### config.mk
export PLATFORM = sky130hd
export DESIGN_NAME = split_scheduler
export DESIGN_NICKNAME = d
export VERILOG_FILES = /design/src/rtl/split_scheduler.sv
export SDC_FILE = /design/constraint.sdc
export NUM_CORES = 1
export LEC_CHECK = 0
export CAP_MARGIN = 20
export CORE_MARGIN = 2
export CORE_UTILIZATION = 30
export DETAILED_ROUTE_END_ITERATION = 7
export PLACE_DENSITY = 0.6
export SLEW_MARGIN = 40
export SYNTH_ARGS = -nofsm -noshare
export SYNTH_HDL_FRONTEND = slang
export SYNTH_SLANG_ARGS = --single-unit
### constraint.sdc
create_clock -name clk -period 2.4 [get_ports clk]
set_clock_uncertainty 0.1 [all_clocks]
set_input_delay 0.48 -clock clk [delete_from_list [all_inputs] [get_ports clk]]
set_output_delay 0.48 -clock clk [all_outputs]
set_load 0.05 [all_outputs]
### src/rtl/split_scheduler.sv
// rtl/split_scheduler.sv - split-transaction table and round-robin resume scheduler
// Optional per-entry age timeout enabled by defining SPLIT_TIMEOUT_EN.
module split_scheduler #(
    parameter int NUM_SLAVES = 3,
    parameter int MID_W      = 1,
    parameter int TIMEOUT    = 255
) (
    input  logic                          clk,
    input  logic                          rst,
    input  logic [NUM_SLAVES-1:0]         split_in,
    input  logic [MID_W-1:0]              cur_mid,
    input  logic [NUM_SLAVES-1:0]         ready_in,
    output logic                          split,
    output logic                          split_req,
    output logic [MID_W-1:0]              split_mid,
    output logic [$clog2(NUM_SLAVES)-1:0] split_sid,
    input  logic                          split_grant,
    output logic [NUM_SLAVES-1:0]         pending,
    output logic                          proto_err,
    output logic                          timeout_err,
    output logic [$clog2(NUM_SLAVES)-1:0] to_sid
);

    localparam int SID_W = $clog2(NUM_SLAVES);

    if (TIMEOUT < 2) begin : g_bad_timeout
        $error("split_scheduler: TIMEOUT must be >= 2");
    end

    typedef enum logic {IDLE, REQ} state_t;

    state_t                  state, state_nxt;
    logic [NUM_SLAVES-1:0]   valid;
    logic [MID_W-1:0]        mid_tab [NUM_SLAVES];
    logic [SID_W-1:0]        rr_ptr, sid_q, pick_sid;
    logic [MID_W-1:0]        mid_q;
    logic [NUM_SLAVES-1:0]   locked, grant_clr, hit, tmo_hit, eligible, alloc;
    logic                    multi, proto, pick_found;

    always_comb begin
        locked = '0;
        if (state == REQ)
            locked[sid_q] = 1'b1;
    end

    assign grant_clr = locked & {NUM_SLAVES{split_grant}};
    // An entry being granted this cycle may be re-split without a protocol error.
    assign hit   = split_in & valid & ~grant_clr;
    assign multi = |(split_in & (split_in - NUM_SLAVES'(1)));
    assign proto = multi | (|hit);
    assign alloc = split_in & {NUM_SLAVES{~proto}};

`ifdef SPLIT_TIMEOUT_EN
    localparam int AGE_W = $clog2(TIMEOUT + 1);
    logic [AGE_W-1:0] age [NUM_SLAVES];
    logic [SID_W-1:0] tmo_sid;

    always_comb begin
        tmo_hit = '0;
        tmo_sid = '0;
        for (int i = 0; i < NUM_SLAVES; i++)
            tmo_hit[i] = valid[i] && !locked[i] && (age[i] == AGE_W'(TIMEOUT));
        for (int i = NUM_SLAVES - 1; i >= 0; i--)
            if (tmo_hit[i])
                tmo_sid = SID_W'(i);
    end
`else
    assign tmo_hit     = '0;
    assign timeout_err = 1'b0;
    assign to_sid      = '0;
`endif

    assign eligible = valid & ready_in & ~tmo_hit;

    // Search starts one past the last served slave and wraps.
    always_comb begin
        int idx;
        pick_found = 1'b0;
        pick_sid   = '0;
        idx        = 0;
        for (int k = 1; k <= NUM_SLAVES; k++) begin
            idx = int'(rr_ptr) + k;
            if (idx >= NUM_SLAVES)
                idx = idx - NUM_SLAVES;
            if (!pick_found && eligible[idx]) begin
                pick_found = 1'b1;
                pick_sid   = SID_W'(idx);
            end
        end
    end

    always_comb begin
        state_nxt = state;
        case (state)
            IDLE: if (pick_found) state_nxt = REQ;
            REQ:  if (split_grant) state_nxt = IDLE;
            default: state_nxt = IDLE;
        endcase
    end

    always_ff @(posedge clk) begin
        if (rst) begin
            state     <= IDLE;
            valid     <= '0;
            rr_ptr    <= SID_W'(NUM_SLAVES - 1);
            sid_q     <= '0;
            mid_q     <= '0;
            split     <= 1'b0;
            proto_err <= 1'b0;
            for (int i = 0; i < NUM_SLAVES; i++)
                mid_tab[i] <= '0;
        end else begin
            state     <= state_nxt;
            split     <= |split_in;
            proto_err <= proto;
            if (state == IDLE && pick_found) begin
                sid_q <= pick_sid;
                mid_q <= mid_tab[pick_sid];
            end
            if (state == REQ && split_grant)
                rr_ptr <= sid_q;
            for (int i = 0; i < NUM_SLAVES; i++) begin
                if (grant_clr[i] || tmo_hit[i])
                    valid[i] <= 1'b0;
                if (alloc[i]) begin
                    valid[i]   <= 1'b1;
                    mid_tab[i] <= cur_mid;
                end
            end
        end
    end

`ifdef SPLIT_TIMEOUT_EN
    always_ff @(posedge clk) begin
        if (rst) begin
            timeout_err <= 1'b0;
            to_sid      <= '0;
            for (int i = 0; i < NUM_SLAVES; i++)
                age[i] <= '0;
        end else begin
            timeout_err <= |tmo_hit;
            if (|tmo_hit)
                to_sid <= tmo_sid;
            for (int i = 0; i < NUM_SLAVES; i++) begin
                if (alloc[i])
                    age[i] <= '0;
                else if (valid[i] && !ready_in[i] && !locked[i] && !tmo_hit[i])
                    age[i] <= age[i] + AGE_W'(1);
            end
        end
    end
`endif

    assign split_req = (state == REQ);
    assign split_mid = mid_q;
    assign split_sid = sid_q;
    assign pending   = valid;

endmodule
---- After elaboration in Yosys (flattened, before gate mapping) ----
Memories as Yosys holds them, arrays and structs flattened. A register that Yosys moved wholly into a read port is not among the register bits.
Index checks and enable logic that the tools add are counted.
cells by class
  $add $sub $neg .......................... 7
  order comparisons ....................... 8
  muxes and demuxes ....................... 44
  bitwise logic cells ..................... 13
  reduce and logical (&&, ||, !) cells .... 13
operators by type and width
  operator                                                            number
  < comparator 32 x 4 -> 1 bit (second input constant)                3
  two-way mux 32 bit                                                  3
  two-way mux 1 bit                                                   32
  AND 3 bit                                                           6
  subtractor 3 x 2 -> 4 bit (second input constant)                   3
  greater-or-equal comparator 3 x 2 -> 1 bit (second input constant)  3
  OR reduction 3 bit                                                  3
  adder 2 x 2 -> 3 bit (second input constant)                        2
  binary-select mux 1 bit (select 2 bit)                              3
  two-way mux 2 bit                                                   3
  nonzero test 2 bit                                                  3
  logical AND 1 bit                                                   5
  OR 1 bit                                                            4
  adder 2 x 1 -> 3 bit (second input constant)                        1
  < comparator 2 x 3 -> 1 bit (second input constant)                 1
  two-way mux 3 bit                                                   1
  inverter 3 bit                                                      1
  subtractor 3 x 1 -> 3 bit (second input constant)                   1
  demux 1 bit (select 2 bit)                                          1
  greater-or-equal comparator 2 x 1 -> 1 bit (second input constant)  1
  logical NOT 1 bit                                                   2
  inverter 1 bit                                                      2
  one-hot mux 1 bit (2 select lines)                                  1
storage, ports and cells
  register bits after elaboration ......... 10
  RAM bits ................................ 3
  logic and storage cells ................. 94
  memories kept ........................... 1
memory list
  memory   words  bits a word  rd ports  clocked after Yosys merged registers in  wr ports  RTL line  text
  mid_tab  3      1            1         1                                        3         34        logic [MID_W-1:0] mid_tab [NUM_SLAVES];

---- Longest topological paths before layout ----
  depth in word-level cells ............... 16
  gate-level depth with buffers ........... 8

---- Worst setup path before layout ----
OpenSTA, ideal clock, no wires.
  kind .................................... reg-to-reg
  start ................................... register rr_ptr[0]
  end ..................................... register mid_q (netlist: split_mid) (read register of mid_tab)
  setup time .............................. 0.122 ns
  data arrival time ....................... 1.868 ns
  slack ................................... 0.310 ns
  cell stages (with the launch flop) ...... 9
  buffers on the path ..................... 1
  cells stage by stage .................... dfxtp_1 > inv_1 > ha_1 > buf_2 > and3_1 > mux2i_1 > o22ai_1 > mux2_1 > a311o_1
on the way
  cells in the longest elaborated chain, start to end .. 14
ends and longest elaborated chain
  item                                                                                            RTL line  text
  start, declared                                                                                 35        logic [SID_W-1:0] rr_ptr, sid_q, pick_sid;
  start signal, assigned                                                                          105       rr_ptr <= SID_W'(NUM_SLAVES - 1);
  start signal, assigned                                                                          121       rr_ptr <= sid_q;
  adder 2 x 1 -> 3 bit                                                                            82        idx = int'(rr_ptr) + k;
  subtractor 3 x 2 -> 4 bit / greater-or-equal comparator 3 x 2 -> 1 bit (equally long branches)  84, 83
  two-way mux 32 bit                                                                              83        if (idx >= NUM_SLAVES)
  binary-select mux 1 bit (select 2 bit)                                                          85        if (!pick_found && eligible[idx]) begin
  two-way mux 1 bit (not written as such) (2 in a row)                                            85
  two-way mux 1 bit                                                                               85
  logical NOT 1 bit                                                                               85
  logical AND 1 bit                                                                               85
  two-way mux 1 bit                                                                               85
  logical NOT 1 bit                                                                               85
  logical AND 1 bit                                                                               85
  two-way mux 1 bit                                                                               85
  logical AND 1 bit                                                                               116       if (state == IDLE && pick_found) begin
  end, declared                                                                                   36        logic [MID_W-1:0] mid_q;
Parallel ways exist; a longest one is shown, timed or not. The select of a mux whose other input is x is not followed.
A chain may end at the register's enable or synchronous reset.

---- Worst setup path after layout ----
Ends and elaborated chain as after synthesis.

==> reports/metrics.cfg <==
[floorplanning]
row_count=18
fp.coreArea_sq_um=2520
initial_utilization=0.321
die-area_sq_um=3130
boundaryPins=22
die_w_microns=56.0
die_h_microns=56.0

[pwr]
power.share.sequential=0.467
power_frac_clock=0.232
internal_power_w=0.000390
peakVddDrop_mv=0.406
power_density_nw_per_um2=536
combPwrFrac=0.301
swShare=0.328
netSwitchingPower_w=0.000191
total_power_w=0.000581
power_leakage_nw=0.451

[drt]
viasPerCell=4.95
wl_per_cell_microns=11.5
vias=737
wirelength_mm=1.72
ant_nets=0
drt-initial-drc-count=18
drc_errors=0
dr.pass1.iters=4

[critical_path]
cp.depth=7
cp_top_family=compound AO/OA/AOI/OAI gates
cp_num_buf_inv=1
crit_chain=inv_1 -> ha_1 -> and3_1 -> mux2i_1 -> o22ai_1 -> mux2_1 -> a311o_1
critPathKind=flop to flop
crit_start=rr_ptr[0]
max_stage_delay_ns=0.45
cp_max_fo=8
r2r_cells=7
worstPathRequired_ns=2.47
cp-end-kind=flop
timing.rr.start=rr_ptr[0]
critPathSlowestCell=ha_1
arrival_ns=2.34
critPathLaunchType=flop

[synth]
ys_async_sr_fraction=0
yosys_most_used_dff=dfxtp_1
yosysSeqAreaShare=0.383
synth_area_sq_um=811
synth_cells=93
synth-edff-count=3
ys_ff_latch=14
syn_avg_cell_area_sq_um=8.72
synth_warnings=0
synth_cell_type_count=37

[sta]
setup_ws_ns=0.137
tightest_slew_ns=0.499
drv_slew=0
post-route-period-util=0.943
setup_viol=0
slew_headroom=0.666
rsz0062_at_grt=false
fmax_ghz=0.442
period_needed_ns=2.26
finalHoldViolCount=0

[cts]
path_clk_slew_ns=0.09
h-tree-depth=1
cts_tree=built
cts_num_sinks=14
cts_buffer_depth=2
clock_latency_ns=0.28
holdBufCountCts=0
cts_resized=0
cts_root_buf=clkbuf_4
post-cts-setup-buffers=0
cts_buffers=3

[global_routing]
grt_pass1_vias=667
grt_overflow=0
track_usage=0.117
grt_pass1_wl_mm=2.92
antenna_found_initial=0
grt_max_degree=11

[layout]
layout_common_cells=18 x clkdlybuf4s50_1, 12 x nand2_1, 11 x dfxtp_1
finalNonFillerCells=149
drive_gt1_frac=0.118
layout_commonest_cell=clkdlybuf4s50_1
final_util=0.430
final_net_count=133
antenna_cells=0
area_delta_synth_final_pct=33.6

[placed_design]
portBuffers=18
preCtsSetupSlack_ns=-0.0583
hpwl_mm=1.34
place_congestion=0.785
post-place-cells=145

[run]
maxCapViolCount=0

[worst_hold_path]
hold_path.class=flop to flop
min_from=rr_ptr[0]
hold_depth=2

[run_status]
status=finished, final reports clean

[flip-flops by register name, indices dropped and copies added (netlist names)]
register	flops
split	1
pending	3
split_mid	1
rr_ptr	2
split_req	1
proto_err	1
split_sid	2
mid_tab	3
[through the flow]
| step | instance area [sq um] | hold WS, ns | TNS, ns |
|---|---|---|---|
| 3_5_place_dp | 1060 | 0.414 | -0.0583 |
| 4_1_cts | 1080 | 0.426 | 0 |
| 2_1_floorplan | 818 | 0.388 | 0 |
| 5_1_grt | 1080 | 0.453 | 0 |
| 6_report | 1080 | 0.431 | 0 |
| 3_3_place_gp | 1060 | 0.416 | -0.0372 |
[tightest hold or removal path, stage by stage, from the launching register on]
cell and delay (ns):
dfxtp_1 0.36, nand2_1 0.07, a21oi_1 0.05
[cells by family (layout without fill, tap and decap cells)]
group | count (synthesis) | after routing | share of synthesized area
muxes | 5 | 5 | 0.0633
and+or+nand+nor | 37 | 37 | 0.233
DFF | 14 | 14 | 0.383
buffers and inverters | 10 | 34 | 0.0617
adders and majority gates | 3 | 3 | 0.0463
other | 1 | 3 | 0.00463
AOI/OAI and AO/OA | 23 | 23 | 0.208
[power groups by stage]
stage               registers [W]  clock network, W   logic, W
floorplan                0.000310                 0  0.0000839
global route             0.000274          0.000150   0.000190
finish                   0.000271          0.000135   0.000175
CTS                      0.000272          0.000139   0.000176
global placement         0.000277                 0   0.000174
detailed placement       0.000277                 0   0.000175
[metal layers]
metal | up-vias | share of wire | GRT usage
li1 | 374 | - | -
met1 | 343 | 0.46 | 0.145
met2 | 18 | 0.49 | 0.190
met3 | 2 | 0.047 | 0.0256
met4 | 0 | 0.0076 | 0.0612
met5 | - | 0 | 0
[synth_stat cells (all sizes together), types with 2 or more instances]
cell    number  area share
ha           3       0.046
nand3b       2       0.019
o21ai        5       0.031
a211oi       2       0.025
inv          5       0.023
buf          4       0.034
and2         2       0.019
nor2         9       0.042
a21o         3       0.028
nor3         2       0.012
and3         2       0.015
nand3        2       0.012
nand2       12       0.056
dfxtp       11        0.27
edfxtp       3        0.11
mux2i        4       0.049
a21oi        7       0.057
[path summary, 6_finish.rpt]
kind	end	slack (ns)
max	split_mid	0.14
min	rr_ptr[0]	0.43
max reg2reg	split_mid	0.14
min reg2reg	rr_ptr[0]	0.43
[area by class of cell]
class	count	area, sq um
Fill cell	257	1440
Multi-Input combinational cell	71	458
Sequential cell	14	310
Timing Repair Buffer	25	233
Tap cell	30	37.5
Clock buffer	3	22.5
Inverter	5	18.8
Clock inverter	1	3.75
No activity file was read; power rests on OpenSTA's default activity.
